===== config.mk =====
export PLATFORM = sky130hd
export DESIGN_NAME = cache_interp
export DESIGN_NICKNAME = d
export VERILOG_FILES = /design/src/rtl/video_in_pkg.sv /design/src/rtl/bilin_lerp.sv /design/src/rtl/cache_interp.sv
export SDC_FILE = /design/constraint.sdc
export NUM_CORES = 1
export LEC_CHECK = 0
export BUFFER_PORTS_ARGS = -buffer_cell sky130_fd_sc_hd__buf_4
export CAP_MARGIN = 5
export CORE_MARGIN = 1
export CORE_UTILIZATION = 40
export CTS_BUF_LIST = sky130_fd_sc_hd__clkbuf_4 sky130_fd_sc_hd__clkbuf_8
export DETAILED_ROUTE_END_ITERATION = 8
export GPL_TIMING_DRIVEN = 1
export MAX_ROUTING_LAYER = met4
export PLACE_DENSITY = 0.77
export RECOVER_POWER = 100
export SETUP_SLACK_MARGIN = 0.02
export SLEW_MARGIN = 20
export SYNTH_ARGS = -nofsm -noshare
export SYNTH_HDL_FRONTEND = slang
export SYNTH_SLANG_ARGS = --single-unit

===== constraint.sdc =====
create_clock -name p_clk -period 3 [get_ports p_clk]
set_input_delay 0.3 -clock p_clk [delete_from_list [all_inputs] [get_ports p_clk]]
set_output_delay 0.3 -clock p_clk [all_outputs]
set_load 0.1 [all_outputs]

===== src/rtl/video_in_pkg.sv =====
// Shared FSM encoding, pixel defaults and the inside-tile test for the
// cache interpolation stage.
package video_in_pkg;

  typedef enum logic [2:0] {
    ST_IDLE  = 3'd0,
    ST_FETCH = 3'd1,
    ST_DRAIN = 3'd2,
    ST_CALC  = 3'd3,
    ST_OUT   = 3'd4
  } state_e;

  localparam int PIX_W_DEF  = 8;
  localparam int FRAC_W_DEF = 4;

  localparam logic [PIX_W_DEF-1:0] BG_PIXEL = '0;

  // 11-bit compare so that offset+count never wraps.
  function automatic logic in_tile(input logic [10:0] n,
                                   input logic [9:0]  dec,
                                   input logic [9:0]  cnt);
    logic [10:0] lo;
    logic [10:0] hi;
    lo = {1'b0, dec};
    hi = lo + {1'b0, cnt};
    return (n >= lo) && (n < hi);
  endfunction

endpackage


===== src/rtl/bilin_lerp.sv =====
// Combinational two-tap weighted sum a*(2^F-f) + b*f; the result is the
// interpolated value scaled by 2^F.
module bilin_lerp #(
  parameter int A_W    = 8,
  parameter int FRAC_W = 4
) (
  input  logic [A_W-1:0]        a_i,
  input  logic [A_W-1:0]        b_i,
  input  logic [FRAC_W-1:0]     f_i,
  output logic [A_W+FRAC_W-1:0] y_o
);

  localparam int OW = A_W + FRAC_W;
  localparam logic [FRAC_W:0] ONE = {1'b1, {FRAC_W{1'b0}}};

  logic [FRAC_W:0] wa;

  assign wa  = ONE - {1'b0, f_i};
  assign y_o = OW'(a_i) * OW'(wa) + OW'(b_i) * OW'(f_i);

endmodule


===== src/rtl/cache_interp.sv =====
// Reads the neighbours of a sub-pixel coordinate from the tile cache and
// returns one interpolated pixel. VIDEO_IN_BILINEAR_EN selects bilinear
// (4 reads); otherwise nearest-neighbour (1 read, rounded coordinate).
module cache_interp
  import video_in_pkg::*;
#(
  parameter int ADDR_SIZE_W = 5,
  parameter int ADDR_SIZE_H = 5,
  parameter int PIX_W       = PIX_W_DEF,
  parameter int FRAC_W      = FRAC_W_DEF
) (
  input  logic                               p_clk,
  input  logic                               p_resetn,
  input  logic                               cache_rdy,
  input  logic [9:0]                         decalage_w,
  input  logic [9:0]                         decalage_h,
  input  logic [9:0]                         cache_w,
  input  logic [9:0]                         cache_h,
  input  logic                               req_valid,
  output logic                               req_ready,
  input  logic [ADDR_SIZE_W+FRAC_W-1:0]      req_x,
  input  logic [ADDR_SIZE_H+FRAC_W-1:0]      req_y,
  output logic [ADDR_SIZE_W+ADDR_SIZE_H-1:0] ram_addr,
  output logic                               r_e,
  input  logic [PIX_W-1:0]                   ram_data,
  output logic [PIX_W-1:0]                   out_pixel,
  output logic                               out_valid,
  input  logic                               out_ready,
  output logic                               busy
);

  localparam logic [2:0] S_IDLE  = ST_IDLE;
  localparam logic [2:0] S_FETCH = ST_FETCH;
  localparam logic [2:0] S_DRAIN = ST_DRAIN;
  localparam logic [2:0] S_CALC  = ST_CALC;
  localparam logic [2:0] S_OUT   = ST_OUT;

`ifdef VIDEO_IN_BILINEAR_EN
  localparam int FETCH_N = 4;
`else
  localparam int FETCH_N = 1;
`endif

  logic [2:0]             state_q, state_d;
  logic [1:0]             k_q, k_d;
  logic                   rd_pend_q, rd_in_q;
  logic [1:0]             rd_k_q;
  logic                   out_valid_q;
  logic [PIX_W-1:0]       out_pixel_q;
  logic [ADDR_SIZE_W:0]   xi_q, xi_d, nx;
  logic [ADDR_SIZE_H:0]   yi_q, yi_d, ny;
  logic [PIX_W-1:0]       samp_q [4];
  logic [PIX_W-1:0]       calc_pix;
  logic [ADDR_SIZE_W-1:0] col;
  logic [ADDR_SIZE_H-1:0] row;
  logic                   accept, fetching, nb_in;

  assign req_ready = p_resetn && cache_rdy && (state_q == S_IDLE);
  assign accept    = req_valid && req_ready;
  assign fetching  = (state_q == S_FETCH);
  assign busy      = (state_q != S_IDLE);
  assign out_valid = out_valid_q;
  assign out_pixel = out_pixel_q;

`ifdef VIDEO_IN_BILINEAR_EN
  logic [FRAC_W-1:0] fx_q, fy_q;
  logic [PIX_W+FRAC_W-1:0]   top, bot;
  logic [PIX_W+2*FRAC_W-1:0] mix;
  localparam logic [PIX_W+2*FRAC_W:0] HALF2 = (PIX_W+2*FRAC_W+1)'(1) << (2*FRAC_W-1);

  assign xi_d = {1'b0, req_x[ADDR_SIZE_W+FRAC_W-1:FRAC_W]};
  assign yi_d = {1'b0, req_y[ADDR_SIZE_H+FRAC_W-1:FRAC_W]};

  bilin_lerp #(.A_W(PIX_W), .FRAC_W(FRAC_W)) u_top (
    .a_i(samp_q[0]), .b_i(samp_q[1]), .f_i(fx_q), .y_o(top));
  bilin_lerp #(.A_W(PIX_W), .FRAC_W(FRAC_W)) u_bot (
    .a_i(samp_q[2]), .b_i(samp_q[3]), .f_i(fx_q), .y_o(bot));
  bilin_lerp #(.A_W(PIX_W+FRAC_W), .FRAC_W(FRAC_W)) u_vert (
    .a_i(top), .b_i(bot), .f_i(fy_q), .y_o(mix));

  // Exact result never exceeds the pixel range, so truncation is safe.
  assign calc_pix = PIX_W'(({1'b0, mix} + HALF2) >> (2 * FRAC_W));
`else
  localparam logic [ADDR_SIZE_W+FRAC_W:0] HALF_X = (ADDR_SIZE_W+FRAC_W+1)'(1) << (FRAC_W-1);
  localparam logic [ADDR_SIZE_H+FRAC_W:0] HALF_Y = (ADDR_SIZE_H+FRAC_W+1)'(1) << (FRAC_W-1);

  // Rounding may carry into 2**ADDR_SIZE, which then falls outside the tile.
  assign xi_d = (ADDR_SIZE_W+1)'(({1'b0, req_x} + HALF_X) >> FRAC_W);
  assign yi_d = (ADDR_SIZE_H+1)'(({1'b0, req_y} + HALF_Y) >> FRAC_W);
  assign calc_pix = samp_q[0];
`endif

  // Neighbour k: bit 0 steps x, bit 1 steps y.
  always_comb begin
    nx    = xi_q + (ADDR_SIZE_W+1)'(k_q[0]);
    ny    = yi_q + (ADDR_SIZE_H+1)'(k_q[1]);
    col   = ADDR_SIZE_W'(nx) - ADDR_SIZE_W'(decalage_w);
    row   = ADDR_SIZE_H'(ny) - ADDR_SIZE_H'(decalage_h);
    nb_in = fetching && in_tile(11'(nx), decalage_w, cache_w)
                     && in_tile(11'(ny), decalage_h, cache_h);
  end

  assign r_e      = nb_in;
  assign ram_addr = nb_in ? {row, col} : '0;

  always_comb begin
    state_d = state_q;
    k_d     = k_q;
    case (state_q)
      S_IDLE:  if (accept) begin
                 state_d = S_FETCH;
                 k_d     = '0;
               end
      S_FETCH: if (k_q == 2'(FETCH_N - 1)) state_d = S_DRAIN;
               else                        k_d     = k_q + 2'd1;
      S_DRAIN: state_d = S_CALC;
      S_CALC:  state_d = S_OUT;
      S_OUT:   if (out_ready) state_d = S_IDLE;
      default: state_d = S_IDLE;
    endcase
  end

  always_ff @(posedge p_clk or negedge p_resetn) begin
    if (!p_resetn) begin
      state_q     <= S_IDLE;
      k_q         <= '0;
      rd_pend_q   <= 1'b0;
      rd_in_q     <= 1'b0;
      rd_k_q      <= '0;
      out_valid_q <= 1'b0;
      out_pixel_q <= '0;
    end else begin
      state_q   <= state_d;
      k_q       <= k_d;
      rd_pend_q <= fetching;
      rd_in_q   <= nb_in;
      rd_k_q    <= k_q;
      if (state_q == S_CALC) begin
        out_pixel_q <= calc_pix;
        out_valid_q <= 1'b1;
      end else if (state_q == S_OUT && out_ready) begin
        out_valid_q <= 1'b0;
      end
    end
  end

  // RAM data lands one cycle after its read; outside neighbours take BG.
  always_ff @(posedge p_clk) begin
    if (accept) begin
      xi_q <= xi_d;
      yi_q <= yi_d;
`ifdef VIDEO_IN_BILINEAR_EN
      fx_q <= req_x[FRAC_W-1:0];
      fy_q <= req_y[FRAC_W-1:0];
`endif
    end
    if (rd_pend_q) samp_q[rd_k_q] <= rd_in_q ? ram_data : PIX_W'(BG_PIXEL);
  end

endmodule


Word level (Yosys, flattened, before mapping)
Memories as Yosys holds them, arrays and structs flattened. A register that Yosys moved wholly into a read port is not among the register bits.
Index checks and enable logic that the tools add are counted.
- bits in registers: 22
- memory bits (writable): 32
- input bits: 71
- output and inout bits: 22
- word-level logic and storage cells: 59
- memories: 1
- memories (name ; words ; bits a word ; rd ports ; clocked after Yosys merged registers in ; wr ports ; line ; source):
    samp_q ; 4 ; 8 ; 1 ; 1 ; 1 ; cache_interp.sv:52 ; logic [PIX_W-1:0] samp_q [4];
- add/subtract/negate cells: 9
- order comparisons: 4
- equality and inequality tests: 8
- mux-type cells: 13
- reductions and logical operators: 16
- operators with widths (kind ; count):
    adder 10 x 10 -> 11 bit ; 2
    less-than comparator 6 x 11 -> 1 bit ; 2
    adder 9 x 4 -> 10 bit (second input constant) ; 2
    >= comparator 6 x 10 -> 1 bit ; 2
    one-hot mux 3 bit (5 select lines) ; 1
    adder 6 x 1 -> 6 bit ; 2
    two-way mux 10 bit ; 1
    subtractor 5 bit ; 2
    two-way mux 3 bit ; 3
    logical AND 1 bit ; 8
    two-way mux 8 bit ; 1
    equality test 3 x 2 -> 1 bit (second input constant) ; 2
    != test 2 bit (second input constant) ; 3
    AND reduction 3 bit ; 2
    two-way mux 1 bit ; 4
    two-way mux 2 bit ; 2
    one-hot mux 2 bit (2 select lines) ; 1
    nonzero test 2 bit ; 2
    equality test 3 x 1 -> 1 bit (second input constant) ; 1
    equality test 3 bit (second input constant) ; 1
    zero test 3 bit ; 1
    nonzero test 3 bit ; 1
    adder 2 x 1 -> 2 bit (second input constant) ; 1
    zero test 2 bit ; 1
    2 further kinds ; 2

Depth between registers and ports, before layout
Gate-level depths: netlist of run 1.
- depth after elaboration: 6
- depth in mapped cells: 14
- gate-level depth less buffers: 13

Least setup slack after synthesis of run 1
OpenSTA, ideal clock, no wires.
- kind: in2out
- start: input port decalage_w[0]
- end: output port ram_addr[7]
- arrival time: 5.347 ns
- required time: 2.700 ns
- slack: -2.647 ns
- cell stages on the path: 13
- path buffers: 1
- cells stage by stage: ha_1 > fa_1 > a21oi_1 > inv_1 > a21oi_1 > xor2_1 > ha_1 > nand2_1 > a21oi_1 > a2111oi_0 > o311ai_1 > buf_2 > nor4_1
- cells in the longest elaborated chain, start to end: 6
- elaborated cells between the ends (all ways): 7
- those cells by class: add/sub (1); order compare (2); mux (1); reduce/logical (3)
- RTL lines (element ; line ; source):
    from (decl) ; cache_interp.sv:15 ; input logic [9:0] decalage_w,
    adder 10 x 10 -> 11 bit ; video_in_pkg.sv:25 ; hi = lo + {1'b0, cnt};
    less-than comparator 6 x 11 -> 1 bit ; video_in_pkg.sv:26 ; return (n >= lo) && (n < hi);
    logical AND 1 bit (*) ; video_in_pkg.sv:26 ;
    logical AND 1 bit (*) ; cache_interp.sv:99 ; nb_in = fetching && in_tile(11'(nx), decalage_w, cache_w)
    logical AND 1 bit (*) ; cache_interp.sv:100 ; && in_tile(11'(ny), decalage_h, cache_h);
    two-way mux 10 bit (*) ; cache_interp.sv:104 ; assign ram_addr = nb_in ? {row, col} : '0;
    to (decl) ; cache_interp.sv:23 ; output logic [ADDR_SIZE_W+ADDR_SIZE_H-1:0] ram_addr,
Mark *: on every way between the ends. The rest lies on a longest branch, timed or not.

Worst setup path in the final report of run 1
- start: register yi_q[0]
- end: output port ram_addr[2]
- cells in the longest elaborated chain, start to end: 5
- elaborated cells between the ends (all ways): 6
- those cells by class: add/sub (1); order compare (2); mux (1); reduce/logical (2)
- RTL lines (element ; line ; source):
    from (decl) ; cache_interp.sv:51 ; logic [ADDR_SIZE_H:0] yi_q, yi_d, ny;
    from (signal assigned) ; cache_interp.sv:151 ; yi_q <= yi_d;
    adder 6 x 1 -> 6 bit (*) ; cache_interp.sv:96 ; ny = yi_q + (ADDR_SIZE_H+1)'(k_q[1]);
    less-than comparator 6 x 11 -> 1 bit / >= comparator 6 x 10 -> 1 bit (equally long branches) ; video_in_pkg.sv:26 ;
    logical AND 1 bit (*) ; video_in_pkg.sv:26 ;
    logical AND 1 bit (*) ; cache_interp.sv:100 ;
    two-way mux 10 bit (*) ; cache_interp.sv:104 ;
Marked as above.

==> out/qor.yml, run 1 <==
timing:
  rsz0062_at_grt: "true"
  fin_tns_setup_ns: -4.93
  clock_skew_ns: 0.00462
  slew_headroom: 0.204
  slew_violations: 0
  hold_violations: 0
  period_share: 1.17
  setup_slack_ns: -0.524
  fmax_ghz: 0.284
  min_period_ns: 3.52
  tightest_slew_ns: 1.20
  setup_viol: 11
  holdWs_ns: 0.276
power_and_ir_drop:
  p_int_w: 0.00165
  powerDensity_nw_per_um2: 583
  p_sw_frac: 0.454
  pwr-share-seq: 0.254
  power.leakage_nw: 2.30
  switchingPower_w: 0.00137
  combPwrFrac: 0.596
  peakVddDrop_v: 0.000392
  power.share.clock: 0.150
cells_and_area:
  insertedDiodeCount: 0
  nFillCells: 581
  multi_input_comb_area_um2: 2490
  final_util: 0.666
  final_cell_mix: "buf_4, ha_1, inv_1, edfxtp_1"
  drive_gt1_frac: 0.420
  final_common_cell: "buf_4"
  final_cells: 595
  regArea_um2: 1050
  nNetsFinal: 616
  syn2layout_area_growth_pct: 59.3
logic_synthesis:
  syn_inst: 335
  synth-seq-cells: 38
  synthArstFlopShare: 0.474
  synth_cell_type_count: 48
  synth_warnings: 0
  syn-cell-area_um2: 3260
  dominantRegCellSynth: "edfxtp_1"
  syn-num-nets: 459
  syn_avg_cell_area_um2: 9.74
  seq_area_frac_synth: 0.322
  synth_edf_count: 20
placement:
  gp_congestion: 0.882
  port_buffers: 86
  post-place-ws_ns: -0.559
  dpl.cell_count: 571
  place_hpwl_mm: 6.66
min_path:
  hold_class: "in2reg"
  holdPathStages: 3
floorplan:
  die_width_um: 92.3
  dieArea_um2: 8520
  core_area_um2: 7810
  num_io_pins: 93
  rows: 32
  start_util: 0.418
  die_y_um: 92.3
cts:
  cts_tree: "yes"
  cts_root_buffer: "clkbuf_8"
  cts.sinks: 38
  htree_levels: 2
  clkTransAtPathRegs_ns: 0.07
  clk_latency_ns: 0.29
  numCtsBuffers: 5
  clk_path_buf_depth: 2
global_routing:
  track_usage: 0.222
  grt_pass1_wl_mm: 14.6
  grt_overflow: 0
  grt_pass1_vias: 3213
  grt_max_degree: 21
  antenna_found_initial: 0
route:
  wl_per_cell_um: 15.2
  first_pass_iters: 4
  first_iter_violations: 100
  drc: 0
  antenna_left: 0
  wl_mm: 9.03
  via_per_inst: 5.30
  vias: 3154
outcome:
  status: "finished with violations"
  violations: "negative setup slack"
critical_path:
  worstSetupPathType: "reg2out"
  reg2reg_depth: 13
  worst_setup_path_start_kind: "flop"
  worst-endpoint-arrival_ns: 3.22
  crit_path_end_kind: "primary output"
  required_ns: 2.70
  worstPathMaxFanout: 5
job:
  cap_violations: 0
-- power groups by stage --
stage | registers (W) | logic, W | clock network, W
2_1_floorplan | 0.00112 | 0.000857 | 0
3_3_place_gp | 0.000773 | 0.00169 | 0
3_5_place_dp | 0.000779 | 0.00173 | 0
4_1_cts | 0.000769 | 0.00179 | 0.000463
5_1_grt | 0.000786 | 0.00194 | 0.000483
6_report | 0.000770 | 0.00181 | 0.000454
-- through the flow --
stage | cell area [um^2] | power (W)
6_report | 5200 | 0.00303
5_1_grt | 5200 | 0.00321
4_1_cts | 5170 | 0.00302
3_5_place_dp | 4670 | 0.00251
3_3_place_gp | 4670 | 0.00246
2_1_floorplan | 3510 | 0.00198
-- kinds of logic (layout without fill, tap and decap cells) --
| family | count (synthesis) | in the layout | share of synthesized area |
|---|---|---|---|
| DFF | 38 | 38 | 0.322 |
| xor gates and xnor gates | 30 | 30 | 0.0805 |
| adders and majority gates | 53 | 53 | 0.212 |
| AOI/OAI and AO/OA | 67 | 67 | 0.133 |
| and+or+nand+nor | 102 | 102 | 0.171 |
| muxes | 12 | 12 | 0.0403 |
| buffers and inverters | 33 | 191 | 0.0410 |
-- synth_stat cells (all sizes together), types with 2 or more instances --
cell,n,share of area
o311ai,2,0.0054
o211ai,3,0.0069
nor4,6,0.016
fa,4,0.025
or3,3,0.0058
a211oi,3,0.0069
nor2b,7,0.013
mux2i,3,0.0092
edfxtp,20,0.18
xor2,10,0.027
or2,3,0.0058
nand3b,4,0.0092
nor2,18,0.021
xnor2,20,0.054
dfrtp,18,0.14
mux2,9,0.031
nand2b,3,0.0058
inv,28,0.032
o21ai,12,0.018
o21a,2,0.0046
and3,5,0.0096
a2111oi,3,0.0081
nand2,13,0.015
clkbuf,2,0.0023
nor3,10,0.015
and2,8,0.015
a21o,3,0.0069
nand3,17,0.026
a21oi,22,0.035
buf,3,0.0065
a21boi,4,0.0092
o22ai,5,0.0096
o2111a,2,0.0069
ha,49,0.19
-- registers in the layout (all words and copies together) (netlist names) --
| signal | flops |
|---|---|
| k_q | 2 |
| out_pixel | 8 |
| out_valid | 1 |
| rd_in_q | 1 |
| rd_k_q | 2 |
| rd_pend_q | 1 |
| samp_q | 8 |
| state_q | 3 |
| xi_q | 6 |
| yi_q | 6 |
-- per-layer routing --
layer | track usage | vias up | wire length [um]
li1 | - | 1539 | -
met5 | - | - | 0
met2 | 0.398 | 67 | 4810
met4 | 0.0729 | 0 | 197
met3 | 0.0386 | 21 | 291
met1 | 0.249 | 1527 | 3730
-- final cells by class --
class	instances	area share
inverters	28	0.0207
clock inverters	1	0.00578
well taps	102	0.0246
multi-input cells	264	0.479
flip-flops and latches	38	0.202
repair buffers	155	0.251
clock buffers	7	0.0173
-- worst max-delay path: stages, from the launching register on --
cell and delay (ns):
edfxtp_1 0.38, ha_2 0.32, inv_1 0.07, ha_4 0.17, fa_2 0.42, nor2b_4 0.15
o21ai_1 0.07, nand2b_1 0.10, a221o_1 0.14, a21o_1 0.19, o311ai_4 0.16, buf_12 0.17
nor4_4 0.31, buf_6 0.27
-- final timing paths --
kind | from | endpoint | slack [ns]
max in group asynchronous | p_resetn | rd_pend_q | 1.64
min in group asynchronous | p_resetn | out_pixel[0] | 0.73
setup reg to reg | k_q[1] | rd_in_q | 0.24
setup / recovery | yi_q[0] | ram_addr[2] | -0.52
hold / removal | out_ready | state_q[2] | 0.28
hold reg to reg | samp_q[0][7] | out_pixel[7] | 0.48
-- repair_timing --
item	CTS	global route
setup endpoints to repair	11	11
pin swaps	23	18
hold buffers	1	0
resized for setup	54	11
endpoints found under the hold margin	18	0
cloned	1	0
setup buffers	9	7
Power figures use the tool's default switching activity.
==> inputs of run 2 (changes only) <==
- BUFFER_PORTS_ARGS: -buffer_cell sky130_fd_sc_hd__buf_4 -> not set
- DONT_BUFFER_PORTS: not set -> 1
- PLACE_DENSITY: 0.77 -> 0.66
==> run 2 against run 1 <==
The flow still finishes with violations (negative setup slack); combinational power is 27% lower; sequential share of layout area is 2.7 points higher; register-to-register slack worse by 0.26 ns; total power down 7.6%; maximum frequency grew 2.6%; worst setup slack better by 0.088 ns; largest cell class unchanged; largest power group unchanged.
==> out/qor.yml, run 2 (synthesized netlist as in run 1, its figures left out) <==
outcome:
  status: "finished with violations"  # unchanged
  violations: "negative setup slack"  # unchanged
critical_path:
  critPathMaxStageDelay_ns: 0.42  # about the same
  crit_top_cell: "ha_4"
  worstPathMaxFanout: 4  # was 5
  crit_chain: "ha_4 -> ha_4 -> inv_2 -> fa_2 -> nor2b_4 -> o22ai_2 -> a21boi_1 -> o21a_1 -> o2111a_1 -> o311ai_4 -> buf_6 -> nor4_4 -> buf_12"  # was ha_2 -> inv_1 -> ha_4 -> fa_2 -> nor2b_4 -> o21ai_1 -> nand2b_1 -> a221o_1 -> a21o_1 -> o311ai_4 -> buf_12 -> nor4_4 -> buf_6
  crit_slowest_cell: "edfxtp_1"  # was fa_2
  crit_buf_inv: 3  # unchanged
  required_ns: 2.70  # about the same
  crit_path_end_kind: "primary output"  # unchanged
  worst_setup_path_start_kind: "flop"  # unchanged
  worstSetupPathType: "reg2out"  # unchanged
  crit_family: "adder cells"  # unchanged
  worst-endpoint-arrival_ns: 3.14  # was 3.22 ns
placement:
  port_buffers: 0  # was 86
  gp_congestion: 0.873  # was 0.882
  dpl.cell_count: 490  # was 571
  place_hpwl_mm: 6.26  # was 6.66 mm
global_routing:
  grt_pass1_wl_mm: 13.1  # was 14.6 mm
  track_usage: 0.198  # was 0.222
  grt_max_degree: 19  # was 21
  grt_pass1_vias: 2868  # was 3,213
  grt_overflow: 0  # unchanged
  antenna_found_initial: 0  # unchanged
route:
  drc: 0  # unchanged
  antenna_left: 0  # unchanged
  first_pass_iters: 4  # unchanged
  vias: 2759  # was 3,154
  wl_per_cell_um: 15.5  # was 15.2 um
  via_per_inst: 5.35  # was 5.30
  first_iter_violations: 117  # was 100
  wl_mm: 7.98  # was 9.03 mm
timing:
  rsz0062_at_grt: "true"  # unchanged
  setup_slack_ns: -0.436  # was -0.524 ns
  slew_violations: 0  # unchanged
  fmax_ghz: 0.291  # was 0.284 GHz
  clock_skew_ns: 0.00975  # was 0.00462 ns
  hold_violations: 0  # unchanged
  period_share: 1.15  # was 1.17
  slew_headroom: 0.152  # was 0.204
  tightest_slew_ns: 1.27  # was 1.20 ns
  setup_viol: 12  # was 11
  min_period_ns: 3.44  # was 3.52 ns
power_and_ir_drop:
  p_total_w: 0.00280  # was 0.00303 W
  powerDensity_nw_per_um2: 610  # was 583 nW/um^2
  power.leakage_nw: 1.94  # was 2.30 nW
  peakVddDrop_v: 0.000296  # was 0.000392 V
cells_and_area:
  final_util: 0.588  # was 0.666
  drive_gt1_frac: 0.333  # was 0.420
  syn2layout_area_growth_pct: 40.6  # was 59.3%
  nFillCells: 660  # was 581
  final_common_cell: "buf_4"  # unchanged
  nNetsFinal: 537  # was 616
  final_cells: 516  # was 595
  final_cell_mix: "buf_4, ha_1, inv_1, edfxtp_1"  # unchanged
  insertedDiodeCount: 0  # unchanged
floorplan:
  die_y_um: 92.3  # unchanged
  dieArea_um2: 8520  # unchanged
  die_width_um: 92.3  # unchanged
  core_area_um2: 7810  # unchanged
  rows: 32  # unchanged
  start_util: 0.418  # unchanged
  num_io_pins: 93  # unchanged
cts:
  cts_root_buffer: "clkbuf_8"  # unchanged
  cts_tree: "yes"  # unchanged
  numCtsBuffers: 5  # unchanged
  clkTransAtPathRegs_ns: 0.07  # about the same
  cts.sinks: 38  # unchanged
  htree_levels: 2  # unchanged
  clk_path_buf_depth: 2  # unchanged
  clk_latency_ns: 0.28  # was 0.29 ns
job:
  cap_violations: 0  # unchanged
min_path:
  hold_class: "in2reg"  # unchanged
## run 2: cell count changes in the layout (fill, tap and decap cells not counted), sizes merged
cell    delta
buf       -65
bufinv     -1
clkbuf    -15
clkinv     +2
## run 2: cell type report
class / count / area (um^2) / share of cell area
Clock inverter: 2 / 10.0 / 0.00218
Multi-Input combinational cell: 264 / 2520 / 0.549
Inverter: 28 / 105 / 0.0229
Clock buffer: 6 / 76.3 / 0.0166
Timing Repair Buffer: 76 / 699 / 0.152
Sequential cell: 38 / 1050 / 0.229
Tap cell: 102 / 128 / 0.0278
## run 2: path summary, 6_finish.rpt
check                          endpoint  cells past startpoint          from  slack (ns)
max                         ram_addr[2]                     13       xi_q[0]       -0.44
min                          state_q[2]                      2     out_ready        0.20
max reg2reg                     rd_in_q                     12       xi_q[0]       -0.02
min reg2reg                out_pixel[2]                      1  samp_q[0][2]        0.47
max in group asynchronous     rd_k_q[0]                      1      p_resetn        1.94
min in group asynchronous     out_valid                      1      p_resetn        0.55
## run 2: through the flow
step	area, um^2	TNS (ns)	setup slack [ns]	hold WS [ns]
6_report	4590	-3.94	-0.436	0.196
5_1_grt	4590	-5.73	-0.607	0.196
4_1_cts	4480	-3.68	-0.425	0.188
3_5_place_dp	4160	-5.17	-0.464	0.00477
3_3_place_gp	4160	-4.43	-0.389	0.00490
2_1_floorplan	3510	-5.08	-0.574	0.00441
## run 2: repair_timing
item,CTS,global route
endpoints found under the hold margin,18,0
cloned,1,0
hold buffers,1,0
buffers inserted,12,5
resized for setup,24,12
setup endpoints to repair,12,12
pin swaps,19,16
## run 2: report_power, final
group | internal [W] | switching (W) | total [W]
Sequential | 0.000678 | 0.000475 | 0.00115
Clock | 0.000170 | 0.000161 | 0.000331
Combinational | 0.000625 | 0.000691 | 0.00132
## run 2: per-layer routing
metal / global-route usage / up-vias / share of wire
met5: - / - / 0
met4: 0.0326 / 0 / 0.015
met2: 0.355 / 77 / 0.52
li1: - / 1380 / -
met1: 0.239 / 1289 / 0.42
met3: 0.0296 / 13 / 0.042
==> inputs of run 3 (changes only) <==
- CTS_BUF_LIST: sky130_fd_sc_hd__clkbuf_4 sky130_fd_sc_hd__clkbuf_8 -> sky130_fd_sc_hd__clkbuf_4
==> run 3 against run 2 <==
The run still ends with negative setup slack left; largest cell class unchanged; critical path type unchanged; utilization down 0.82 points; design area down 1.4%; global-route usage up 0.058 points; die area unchanged; non-clock buffer count down 1; final cell count down 0.19%; sequential cell count unchanged; total power down 3.3%.
==> out/qor.yml, run 3 (synthesized netlist as in run 1, its figures left out) <==
route:
  wl_per_cell_um: 15.4  # was 15.5 um
  antenna_left: 0  # unchanged
  drc: 0  # unchanged
  wl_mm: 7.92  # was 7.98 mm
  first_pass_iters: 4  # unchanged
  first_iter_violations: 125  # was 117
  via_per_inst: 5.37  # was 5.35
  vias: 2765  # was 2,759
timing:
  hold_violations: 0  # unchanged
  slew_violations: 0  # unchanged
  holdWs_ns: 0.139  # was 0.196 ns
  setup_viol: 12  # unchanged
  period_share: 1.17  # was 1.15
  min_period_ns: 3.50  # was 3.44 ns
  slew_headroom: 0.151  # was 0.152
  tightest_slew_ns: 1.27  # about the same
  setup_slack_ns: -0.496  # was -0.436 ns
  clock_skew_ns: 0.0166  # was 0.00975 ns
  fmax_ghz: 0.286  # was 0.291 GHz
  rsz0062_at_grt: "true"  # unchanged
cts:
  cts_root_buffer: "clkbuf_4"  # was clkbuf_8
  clk_latency_ns: 0.33  # was 0.28 ns
  numCtsBuffers: 5  # unchanged
  cts.sinks: 38  # unchanged
  clkTransAtPathRegs_ns: 0.10  # was 0.07 ns
  htree_levels: 2  # unchanged
  cts_tree: "yes"  # unchanged
  clk_path_buf_depth: 2  # unchanged
placement:
  place_hpwl_mm: 6.26  # unchanged
  gp_congestion: 0.873  # unchanged
  dpl.cell_count: 490  # unchanged
  post_dp_cell_area_um2: 4160  # unchanged
  port_buffers: 0  # unchanged
  post-place-ws_ns: -0.464  # unchanged
power_and_ir_drop:
  p_sw_frac: 0.485  # was 0.474
  pwr-share-seq: 0.424  # was 0.412
  peakVddDrop_v: 0.000323  # was 0.000296 V
  p_int_w: 0.00139  # was 0.00147 W
  power.leakage_nw: 1.92  # was 1.94 nW
  power.share.clock: 0.094  # was 0.118
  powerDensity_nw_per_um2: 598  # was 610 nW/um^2
  switchingPower_w: 0.00131  # was 0.00133 W
  combPwrFrac: 0.482  # was 0.470
floorplan:
  num_io_pins: 93  # unchanged
  die_width_um: 92.3  # unchanged
  rows: 32  # unchanged
  die_y_um: 92.3  # unchanged
  dieArea_um2: 8520  # unchanged
  start_util: 0.418  # unchanged
  core_area_um2: 7810  # unchanged
cells_and_area:
  design_area_um2: 4520  # was 4590 um^2
  final_util: 0.579  # was 0.588
  final_cells: 515  # was 516
  final_common_cell: "buf_4"  # unchanged
  insertedDiodeCount: 0  # unchanged
  drive_gt1_frac: 0.329  # was 0.333
  nNetsFinal: 536  # was 537
  final_cell_mix: "buf_4, ha_1, inv_1, edfxtp_1"  # unchanged
  syn2layout_area_growth_pct: 38.7  # was 40.6%
global_routing:
  grt_max_degree: 19  # unchanged
  grt_overflow: 0  # unchanged
  track_usage: 0.199  # was 0.198
  grt_pass1_vias: 2872  # was 2,868
  grt_pass1_wl_mm: 13.1  # unchanged
  antenna_found_initial: 0  # unchanged
min_path:
  hold_class: "in2reg"  # unchanged
critical_path:
  crit_buf_inv: 3  # unchanged
  critPathMaxStageDelay_ns: 0.43  # was 0.42 ns
  crit_family: "adder cells"  # unchanged
  required_ns: 2.70  # about the same
  crit_top_cell: "ha_4"  # unchanged
  worst-endpoint-arrival_ns: 3.20  # was 3.14 ns
  worst_setup_path_start_kind: "flop"  # unchanged
  crit_path_end_kind: "primary output"  # unchanged
  worstPathMaxFanout: 4  # unchanged
  worstSetupPathType: "reg2out"  # unchanged
  crit_slowest_cell: "edfxtp_1"  # unchanged
  crit_chain: "ha_4 -> ha_4 -> inv_2 -> fa_2 -> nor2b_4 -> o22ai_2 -> a21boi_1 -> o21a_1 -> o2111a_1 -> o311ai_4 -> buf_6 -> nor4_4 -> buf_12"  # unchanged
outcome:
  status: "finished with violations"  # unchanged
  violations: "negative setup slack"  # unchanged
job:
  cap_violations: 0  # unchanged
## run 3: cell types whose count changed in the layout (fill, tap and decap cells not counted)
| cell | previous run | this run |
|---|---|---|
| xor2_4 | 3 | 2 |
| a21oi_2 | 5 | 4 |
| clkbuf_8 | 5 | 0 |
| ha_4 | 8 | 7 |
| xor2_2 | 0 | 1 |
| and2_0 | 2 | 3 |
| clkbuf_4 | 2 | 6 |
| and2_1 | 6 | 5 |
| ha_2 | 1 | 2 |
| a21oi_1 | 17 | 18 |
## run 3: final timing paths
| kind | end | from | slack (ns) | cells after the start |
|---|---|---|---|---|
| min | state_q[2] | out_ready | 0.14 | 2 |
| min reg2reg | out_pixel[2] | samp_q[0][2] | 0.47 | 1 |
| max in group asynchronous | rd_pend_q | p_resetn | 2.00 | 1 |
| max | ram_addr[2] | xi_q[0] | -0.50 | 13 |
| min in group asynchronous | out_pixel[2] | p_resetn | 0.49 | 1 |
| max reg2reg | rd_in_q | xi_q[0] | -0.01 | 12 |
## run 3: stage by stage
stage,power (W),setup TNS [ns]
floorplan,0.00198,-5.08
global placement,0.00230,-4.43
detailed placement,0.00233,-5.17
CTS,0.00269,-4.45
global route,0.00289,-6.54
finish,0.00271,-4.34
## run 3: timing repair
item	CTS	global route
resized for setup	24	10
hold endpoints to repair	18	0
endpoints found under the setup margin	12	12
pin swaps	19	13
buffers inserted	12	4
cloned	1	0
hold buffers	1	0
## run 3: cell type report
type / count / area [um^2]
Fill cell: 671 / 3280
Multi-Input combinational cell: 264 / 2490
Sequential cell: 38 / 1050
Timing Repair Buffer: 75 / 692
Tap cell: 102 / 128
Inverter: 28 / 105
Clock buffer: 6 / 45.0
Clock inverter: 2 / 10.0
## run 3: layer usage
metal	vias up	global-route usage	share of wire
met5	-	-	0
met4	0	0.0339	0.0099
met3	7	0.0369	0.041
met2	74	0.352	0.52
met1	1298	0.238	0.43
li1	1386	-	-
## run 3: power groups by stage
stage	Combinational, W	Clock [W]	Sequential (W)
final	0.00131	0.000253	0.00115
after global routing	0.00144	0.000289	0.00117
after CTS	0.00127	0.000264	0.00115
after detailed placement	0.00118	0	0.00116
after global placement	0.00115	0	0.00115
after floorplan	0.000857	0	0.00112
